$ cat config.mk
export PLATFORM = sky130hd
export DESIGN_NAME = pi_controller_mc_flat
export DESIGN_NICKNAME = d
export VERILOG_FILES = /design/src/rtl/pi_controller_mc_if.sv /design/src/rtl/pi_controller_mc.sv /design/src/flat_wrapper.sv
export SDC_FILE = /design/constraint.sdc
export NUM_CORES = 2
export LEC_CHECK = 0
export ABC_AREA = 1
export CAP_MARGIN = 20
export CORE_ASPECT_RATIO = 0.75
export CORE_MARGIN = 5
export CORE_UTILIZATION = 40
export DETAILED_ROUTE_END_ITERATION = 10
export PLACE_DENSITY_LB_ADDON = 0.25
export RECOVER_POWER = 50
export SYNTH_ARGS = -nofsm -noshare
export SYNTH_HDL_FRONTEND = slang
export SYNTH_SLANG_ARGS = --single-unit
$ cat constraint.sdc
create_clock -name clk_i -period 18.1 [get_ports clk_i]
set_input_delay 3.62 -clock clk_i [delete_from_list [all_inputs] [get_ports clk_i]]
set_output_delay 3.62 -clock clk_i [all_outputs]
set_load 0.005 [all_outputs]
$ cat src/rtl/pi_controller_mc_if.sv
// Bus bundle for the multi-channel PI controller: sample handshake,
// packed per-channel operands and gains, and the saturated command outputs.
interface pi_controller_mc_if #(
  parameter int N = 16,
  parameter int C = 2
);
  logic           inValid;
  logic           inReady;
  logic [C*N-1:0] refData;
  logic [C*N-1:0] fbData;
  logic [C*N-1:0] kp;
  logic [C*N-1:0] ki;
  logic [C*N-1:0] kaw;
  logic           clrInt;
  logic           outValid;
  logic [C*N-1:0] u;
  logic [C-1:0]   satFlag;

  modport master (
    output inValid, refData, fbData, kp, ki, kaw, clrInt,
    input  inReady, outValid, u, satFlag
  );

  modport slave (
    input  inValid, refData, fbData, kp, ki, kaw, clrInt,
    output inReady, outValid, u, satFlag
  );
endinterface

$ cat src/rtl/pi_controller_mc.sv
// Time-multiplexed fixed-point PI controller for the FOC current loop.
// One shared multiplier is stepped through ERR/MULP/MULI/SAT/AW for every
// channel; back-calculation anti-windup pulls the integrator toward the
// saturated output whenever the command clips.
module pi_controller_mc #(
  parameter int N = 16,
  parameter int F = 12,
  parameter int C = 2,
  parameter int G = 4
) (
  input  logic                    clk_i,
  input  logic                    rst_i,
  pi_controller_mc_if.slave       bus
);

  localparam int IW = N + G;
  localparam int EW = N + 1;
  localparam int MW = N + G + 2;
  localparam int PW = N + MW;
  localparam int WW = PW + 2;
  localparam int CW = (C > 1) ? $clog2(C) : 1;

  typedef enum logic [2:0] {IDLE, ERR, MULP, MULI, SAT, AW, DONE} state_e;

  state_e                 state_q, state_d;
  logic [CW-1:0]          chan_q, chan_d;
  logic signed [N-1:0]    ref_q [C];
  logic signed [N-1:0]    fb_q [C];
  logic signed [N-1:0]    kp_q [C];
  logic signed [N-1:0]    ki_q [C];
  logic signed [N-1:0]    kaw_q [C];
  logic signed [IW-1:0]   integ_q [C];
  logic signed [N-1:0]    uWork_q [C];
  logic [C-1:0]           satWork_q;
  logic signed [EW-1:0]   e_q;
  logic signed [IW-1:0]   p_q;
  logic signed [MW-1:0]   diff_q;
  logic [C*N-1:0]         u_q;
  logic [C-1:0]           sat_q;

  logic signed [N-1:0]    mulA;
  logic signed [MW-1:0]   mulB;
  logic signed [PW-1:0]   prod;
  logic signed [WW-1:0]   prodShift;
  logic signed [WW-1:0]   integSum;
  logic signed [WW-1:0]   vSum;
  logic signed [N-1:0]    uSat;

  function automatic logic signed [IW-1:0] clampI(input logic signed [WW-1:0] x);
    logic signed [WW-1:0] hi;
    logic signed [WW-1:0] lo;
    hi = {{(WW-IW+1){1'b0}}, {(IW-1){1'b1}}};
    lo = {{(WW-IW+1){1'b1}}, {(IW-1){1'b0}}};
    if (x > hi)      clampI = hi[IW-1:0];
    else if (x < lo) clampI = lo[IW-1:0];
    else             clampI = x[IW-1:0];
  endfunction

  function automatic logic signed [N-1:0] clampN(input logic signed [WW-1:0] x);
    logic signed [WW-1:0] hi;
    logic signed [WW-1:0] lo;
    hi = {{(WW-N+1){1'b0}}, {(N-1){1'b1}}};
    lo = {{(WW-N+1){1'b1}}, {(N-1){1'b0}}};
    if (x > hi)      clampN = hi[N-1:0];
    else if (x < lo) clampN = lo[N-1:0];
    else             clampN = x[N-1:0];
  endfunction

  // Route the current channel's gain and error (or back-calculation term) into the shared multiplier
  always_comb begin
    mulA = '0;
    mulB = '0;
    case (state_q)
      MULP: begin
        mulA = kp_q[chan_q];
        mulB = MW'(e_q);
      end
      MULI: begin
        mulA = ki_q[chan_q];
        mulB = MW'(e_q);
      end
      AW: begin
        mulA = kaw_q[chan_q];
        mulB = diff_q;
      end
      default: ;
    endcase
  end

  assign prod      = mulA * mulB;
  assign prodShift = WW'(prod) >>> F;
  assign integSum  = WW'(integ_q[chan_q]) + prodShift;
  assign vSum      = WW'(p_q) + WW'(integ_q[chan_q]);
  assign uSat      = clampN(vSum);

  // Sequence five steps per channel, then one DONE cycle that publishes the results
  always_comb begin
    state_d = state_q;
    chan_d  = chan_q;
    case (state_q)
      IDLE: begin
        if (bus.inValid) begin
          state_d = ERR;
          chan_d  = '0;
        end
      end
      ERR:  state_d = MULP;
      MULP: state_d = MULI;
      MULI: state_d = SAT;
      SAT:  state_d = AW;
      AW: begin
        if (chan_q == CW'(C-1)) begin
          state_d = DONE;
        end else begin
          state_d = ERR;
          chan_d  = chan_q + 1'b1;
        end
      end
      DONE:    state_d = IDLE;
      default: state_d = IDLE;
    endcase
  end

  // Datapath registers: operand capture, per-step arithmetic, integrator and output updates
  always_ff @(posedge clk_i) begin
    if (rst_i) begin
      state_q   <= IDLE;
      chan_q    <= '0;
      e_q       <= '0;
      p_q       <= '0;
      diff_q    <= '0;
      u_q       <= '0;
      sat_q     <= '0;
      satWork_q <= '0;
      for (int k = 0; k < C; k++) begin
        ref_q[k]   <= '0;
        fb_q[k]    <= '0;
        kp_q[k]    <= '0;
        ki_q[k]    <= '0;
        kaw_q[k]   <= '0;
        integ_q[k] <= '0;
        uWork_q[k] <= '0;
      end
    end else begin
      state_q <= state_d;
      chan_q  <= chan_d;
      case (state_q)
        IDLE: begin
          if (bus.clrInt) begin
            for (int k = 0; k < C; k++) integ_q[k] <= '0;
          end
          if (bus.inValid) begin
            for (int k = 0; k < C; k++) begin
              ref_q[k] <= bus.refData[k*N +: N];
              fb_q[k]  <= bus.fbData[k*N +: N];
              kp_q[k]  <= bus.kp[k*N +: N];
              ki_q[k]  <= bus.ki[k*N +: N];
              kaw_q[k] <= bus.kaw[k*N +: N];
            end
          end
        end
        ERR:  e_q <= EW'(ref_q[chan_q]) - EW'(fb_q[chan_q]);
        MULP: p_q <= clampI(prodShift);
        MULI: integ_q[chan_q] <= clampI(integSum);
        SAT: begin
          uWork_q[chan_q]   <= uSat;
          satWork_q[chan_q] <= (WW'(uSat) != vSum);
          diff_q            <= MW'(WW'(uSat) - vSum);
        end
        AW: begin
          if (satWork_q[chan_q]) integ_q[chan_q] <= clampI(integSum);
          if (chan_q == CW'(C-1)) begin
            for (int k = 0; k < C; k++) u_q[k*N +: N] <= uWork_q[k];
            sat_q <= satWork_q;
          end
        end
        default: ;
      endcase
    end
  end

  assign bus.inReady  = (state_q == IDLE);
  assign bus.outValid = (state_q == DONE);
  assign bus.u        = u_q;
  assign bus.satFlag  = sat_q;

endmodule

$ cat src/flat_wrapper.sv
// flat-port wrapper written by rule: the top's interface ports become plain ports
module pi_controller_mc_flat 
#(
  parameter int N = 16,
  parameter int F = 12,
  parameter int C = 2,
  parameter int G = 4
)
  (clk_i, rst_i, bus_inValid, bus_refData, bus_fbData, bus_kp, bus_ki, bus_kaw, bus_clrInt, bus_inReady, bus_outValid, bus_u, bus_satFlag);
  pi_controller_mc_if #(.N(N), .C(C)) bus_i ();
  input  logic clk_i;
  input  logic rst_i;
  input wire logic [$bits(bus_i.inValid)-1:0] bus_inValid;
  input wire logic [$bits(bus_i.refData)-1:0] bus_refData;
  input wire logic [$bits(bus_i.fbData)-1:0] bus_fbData;
  input wire logic [$bits(bus_i.kp)-1:0] bus_kp;
  input wire logic [$bits(bus_i.ki)-1:0] bus_ki;
  input wire logic [$bits(bus_i.kaw)-1:0] bus_kaw;
  input wire logic [$bits(bus_i.clrInt)-1:0] bus_clrInt;
  output wire logic [$bits(bus_i.inReady)-1:0] bus_inReady;
  output wire logic [$bits(bus_i.outValid)-1:0] bus_outValid;
  output wire logic [$bits(bus_i.u)-1:0] bus_u;
  output wire logic [$bits(bus_i.satFlag)-1:0] bus_satFlag;
  assign bus_i.inValid = bus_inValid;
  assign bus_i.refData = bus_refData;
  assign bus_i.fbData = bus_fbData;
  assign bus_i.kp = bus_kp;
  assign bus_i.ki = bus_ki;
  assign bus_i.kaw = bus_kaw;
  assign bus_i.clrInt = bus_clrInt;
  assign bus_inReady = bus_i.inReady;
  assign bus_outValid = bus_i.outValid;
  assign bus_u = bus_i.u;
  assign bus_satFlag = bus_i.satFlag;
  pi_controller_mc #(.N(N), .F(F), .C(C), .G(G)) u_core (.clk_i(clk_i), .rst_i(rst_i), .bus(bus_i));
endmodule
After elaboration in Yosys (flattened, before gate mapping)
Memory sizes are Yosys's and may differ from the RTL's. A register that Yosys moved wholly into a read port is not among the register bits.
Cells that the tools add are included.
{ "word_totals": {"out_inout_bits": 36, "n_memories": 7, "input_bits": 164, "regBits": 67, "ram_bits": 232, "wordCells": 132} }
{ "classes": {"mul": 1, "n_bitwise": 13, "add_sub_neg": 5, "n_lt_le_gt_ge": 8, "reduce_logical": 8, "n_mux": 75, "eq_ne": 8} }
{ "memory_table": {"columns": ["memory", "depth", "word_bits", "rd", "rd_ports_with_merged_regs", "wr", "line", "rtl"], "rows": [
  ["u_core.integ_q", 2, 20, 1, 1, 2, "pi_controller_mc.sv:32", "logic signed [IW-1:0] integ_q [C];"],
  ["u_core.fb_q", 2, 16, 1, 1, 2, "pi_controller_mc.sv:28", "logic signed [N-1:0] fb_q [C];"],
  ["u_core.kaw_q", 2, 16, 1, 1, 2, "pi_controller_mc.sv:31", "logic signed [N-1:0] kaw_q [C];"],
  ["u_core.ki_q", 2, 16, 1, 1, 2, "pi_controller_mc.sv:30", "logic signed [N-1:0] ki_q [C];"],
  ["u_core.kp_q", 2, 16, 1, 1, 2, "pi_controller_mc.sv:29", "logic signed [N-1:0] kp_q [C];"],
  ["u_core.ref_q", 2, 16, 1, 1, 2, "pi_controller_mc.sv:27", "logic signed [N-1:0] ref_q [C];"],
  ["+1 memories", null, null, null, null, null, null, null]
]} }
{ "ops": {"columns": ["op", "count"], "rows": [
  ["2-to-1 mux 20 bit", 13],
  ["2-to-1 mux 16 bit", 13],
  ["case mux 16 bit (3 select lines)", 1],
  ["case mux 22 bit (2 select lines)", 1],
  ["2-to-1 mux 1 bit", 41],
  ["greater-than comparator 40 x 20 -> 1 bit (second input constant)", 1],
  ["less-than comparator 40 x 20 -> 1 bit (second input constant)", 1],
  ["multiplier 16 x 22 -> 38 bit", 1],
  ["adder 20 x 26 -> 27 bit", 1],
  ["greater-than comparator 26 x 20 -> 1 bit (second input constant)", 1],
  ["less-than comparator 26 x 20 -> 1 bit (second input constant)", 1],
  ["subtractor 16 x 21 -> 22 bit", 1],
  ["adder 20 x 20 -> 21 bit", 1],
  ["greater-than comparator 21 x 16 -> 1 bit (second input constant)", 1],
  ["less-than comparator 21 x 16 -> 1 bit (second input constant)", 1],
  ["!= test 16 x 21 -> 1 bit", 1],
  ["OR reduction 20 bit", 1],
  ["case mux 3 bit (6 select lines)", 1],
  ["subtractor 16 x 16 -> 17 bit", 1],
  ["OR reduction 16 bit", 1],
  ["bitwise OR 1 bit", 13],
  ["equality test 3 bit (second input constant)", 3],
  ["equality test 3 x 2 -> 1 bit (second input constant)", 2],
  ["2-to-1 mux 3 bit", 2],
  ["13 further kinds", 14]
]} }

Longest topological paths before layout
{ "logic_depth": {"ltp_word": 13, "mapped_depth": 54, "mapped_depth_nobuf": 49} }

Worst setup path after synthesis
Ideal clock, no wire load.
{ "synth_timing": {"path_type": "in2reg", "startpoint": "input port bus_inValid", "endpoint": "register with a tool-made name", "slack_ps": 2294, "setup_time_ps": 683, "path_buffers": 0, "path_stages": 3, "t_arrival_ps": 15124, "required_ps": 17417, "path_cell_list": "inv_1 -> o21ai_0 -> o22ai_1"} }
{ "synth_rtl": {"columns": ["element", "line", "rtl"], "rows": [
  ["from (decl)", "flat_wrapper.sv:13", "input wire logic [$bits(bus_i.inValid)-1:0] bus_inValid;"]
]} }

==> results.json <==
{
  "setup.worst_path.start_class": "flop",
  "vias": 25340,
  "p_leak_nw": 19.01,
  "max_freq_ghz": 0.08727,
  "tns_ns": 0,
  "cpLargestDelayFamily": "simple AND/OR/NAND/NOR gates",
  "grtUsageMet1_pct": 31.45,
  "place.port_buffers": 199,
  "cp.arrival_ns": 11.74,
  "area_growth_pct": 13.30,
  "violations": "capacitance limit, slew limit",
  "synthesis.area_per_instance_um2": 8.016,
  "crit_buf_inv": 8,
  "start_util_pct": 40.40,
  "synth_compound_area_share_pct": 8.929,
  "cpMostUsedCell": "nand2_1",
  "crit_required_ns": 18.38,
  "io_pins": 200,
  "drcViolationCount": 0,
  "cts.sinks": 332,
  "finalWorstSetupSlack_ns": 6.642,
  "wire_per_inst_um": 16.90,
  "yosysSeqAreaShare_pct": 28.16,
  "peakVddDrop_uv": 46.50,
  "grt_util_all_layers_pct": 20.72,
  "worstSkewPairLatency_ns": 0.57,
  "clockBufferDepth": 3,
  "synth_top_area_cell": "fa_1",
  "hold_viol_final": 0,
  "numCtsBuffers": 36,
  "syn-num-nets": 4660,
  "slew_viol_final": 282,
  "cts_resized": 0,
  "rsz0062_at_grt": "no",
  "grt-busiest-layer": "met2",
  "drtAntennaViolNets": 0,
  "netlist_instances": 3973,
  "met3_usage_pct": 3.981,
  "cts_max_level": 2,
  "syn_area_um2": 31850,
  "status": "complete, but fails checks",
  "rr_endpoint": "u_core.integ_q[0][14]",
  "cts_root_buf": "clkbuf_16",
  "setup-violations-final": 0,
  "cts_tree": "done",
  "post-cts-setup-buffers": 0,
  "fp-row-count": 89,
  "drv_cap": 5,
  "wl_um": 87700,
  "use_met2_pct": 31.55,
  "post-route-period-util_pct": 63.31,
  "first_pass_iters": 5,
  "synth_fa_ha_area_share_pct": 28.77,
  "synthXorXnorAreaFrac_pct": 2.664,
  "grt_pass1_wl_um": 140500,
  "synth_mux_area_share_pct": 0.4714,
  "worstSetupPathType": "reg -> reg",
  "critPathMaxFanout": 26,
  "synth_edf_count": 232,
  "drive_gt1_share_pct": 4.708,
  "hp-start": "u_core.diff_q[21]",
  "power_density_nw_per_um2": 66.47,
  "synthFlopType": "edfxtp_1",
  "cp-end-kind": "flop",
  "fin_cells": 5188,
  "synth_seq_cells": 332,
  "netlist.area_leader.share_pct": 21.94,
  "grt_max_degree": 96,
  "async_reset_ff_share_pct": 0,
  "hold_path_depth": 2,
  "finalNetCount": 4802,
  "die_w_um": 335.8,
  "yosys-top-cells-area": "fa_1, edfxtp_1, inv_1",
  "min_period_ns": 11.46,
  "reg2reg_depth": 41,
  "worst_path_max_delay_cell": "or2_1",
  "ys_warn_count": 0,
  "gp_congestion": 0.9479,
  "core_area_um2": 78840,
  "r2r_setup_slack_ns": 6.64,
  "pre_cts_ws_ns": 6.782,
  "yosys.area_share.simple_pct": 17.61,
  "antenna_found_initial": 0,
  "drtIter0Drc": 1944,
  "synth_top_family_by_area": "adder cells",
  "fp.dieArea_um2": 85430,
  "dp_hpwl_um": 67010,
  "die_h_um": 254.4,
  "ys_types": 57,
  "slew_headroom_pct": -97.83,
  "finalPower_mw": 2.399,
  "hp-class": "reg -> reg",
  "crit_path_max_incr_delay_ns": 0.84,
  "path_clk_slew_ns": 0.06,
  "holdBufCountCts": 0,
  "overflow": 0,
  "antenna_cells": 0,
  "placed_cells_incl_taps": 5121,
  "detail_route.vias_per_cell": 4.885,
  "grt_pass1_vias": 25540,
  "fin_skew_ns": 0.02216,
  "tightest_slew_ns": 2.967,
  "worstReg2RegStart": "u_core.state_q[1]",
  "holdPathEnd": "u_core.diff_q[21]"
}
cells in the final DEF (no fill, tap or decap), types with 12 or more instances in the layout:
master | netlist | final
inv_1 | 959 | 959
nand2_1 | 765 | 765
nor2_1 | 457 | 455
fa_1 | 349 | 349
edfxtp_1 | 232 | 232
a21oi_1 | 202 | 202
ha_1 | 174 | 174
clkdlybuf4s50_1 | 0 | 162
o21ai_0 | 170 | 161
dfxtp_1 | 100 | 99
nand3_1 | 63 | 63
xor2_1 | 60 | 60
buf_4 | 4 | 43
clkbuf_16 | 0 | 37
dlygate4sd3_1 | 0 | 37
xnor2_1 | 35 | 35
or2_2 | 25 | 25
nor3_1 | 25 | 25
a22oi_1 | 20 | 20
a21oi_2 | 19 | 19
a21o_1 | 15 | 15
mux2i_1 | 15 | 15
o21ai_2 | 4 | 12
nand4_1 | 12 | 12
nand2_2 | 12 | 12
state kept, by name (all words and copies together) (netlist names), named ones only:
name / count
u_core.ref_q: 32
u_core.state_q: 3
u_core.fb_q: 32
u_core.uWork_q: 32
u_core.kp_q: 32
u_core.bus.satFlag: 2
u_core.satWork_q: 2
u_core.integ_q: 40
u_core.e_q: 17
u_core.chan_q: 1
u_core.ki_q: 32
u_core.kaw_q: 32
bus_u: 32
u_core.p_q: 20
u_core.diff_q: 22
power breakdown:
group / internal (mW) / leakage, nW / total (mW) / switching [mW]
clock: 0.414 / 0.573 / 0.740 / 0.326
sequential: 0.887 / 3.29 / 0.912 / 0.0248
combinational: 0.259 / 15.1 / 0.747 / 0.488
total: 1.56 / 19.0 / 2.40 / 0.839
layer usage:
metal  vias up  wire length (um)
met1     12190             43070
met3        92              6307
met5         -                 0
met2       725             37150
li1      12330                 -
met4         0              1175
how the worst max path moves through the flow:
stage | startpoint | to | depth (start not counted)
after global placement | u_core.state_q[1] | u_core.integ_q[1][14] | 41
after global routing | u_core.state_q[1] | u_core.integ_q[1][13] | 43
after CTS | u_core.state_q[1] | u_core.integ_q[1][13] | 41
after floorplan | bus_inValid | flop | 3
after detailed placement | u_core.state_q[1] | u_core.integ_q[1][13] | 41
final | u_core.state_q[1] | u_core.integ_q[0][14] | 41
through the flow:
step / hold slack, ns / area [um2] / utilization [%]
6_report: 0.4705 / 36080 / 45.77
3_3_place_gp: 0.4525 / 34940 / 44.32
3_5_place_dp: 0.4588 / 34940 / 44.32
2_1_floorplan: 0.4454 / 31850 / -
4_1_cts: 0.4668 / 36100 / 45.79
5_1_grt: 0.4904 / 36080 / 45.77
kinds of logic (layout without fill, tap and decap cells):
family          Yosys count  in the layout
compound gates          503            503
xor+xnor                 96             96
fa+ha+maj               523            523
buf+inv                1112           1281
flops                   332            332
mux                      15             15
simple gates           1392           1392
area by class of cell:
type | count | area [um2]
fillers | 7808 | 42760
clock buffers | 49 | 1012
multi-input cells | 2529 | 18650
clock inverters | 16 | 147.6
well taps | 1046 | 1309
flip-flops and latches | 332 | 8972
inverters | 968 | 3641
repair buffers | 248 | 2354
tightest hold or removal path: cells and delay by family, from the launching register on:
family             cells  cell delay, ns
DFF                    1            0.31
and+or+nand+nor        1            0.06
AOI/OAI and AO/OA      1            0.06
Yosys cell counts, drive strengths merged (2+ instances only):
master  count
xnor2      35
or2        28
a21oi     221
edfxtp    232
o21ai     183
nand2     781
o211ai     10
a21o       15
fa        349
a21boi      4
o21a        5
xor2       61
o31ai       3
a211oi      6
nor3       25
a221oi      6
nand4      12
ha        174
buf        23
nor4        9
and3        2
dfxtp     100
o22ai      11
inv       967
or3         3
clkbuf    121
nor2      463
o21bai      9
a22oi      21
nand3      68
a31oi       7
mux2i      15
No activity file was read; power rests on OpenSTA's default activity.
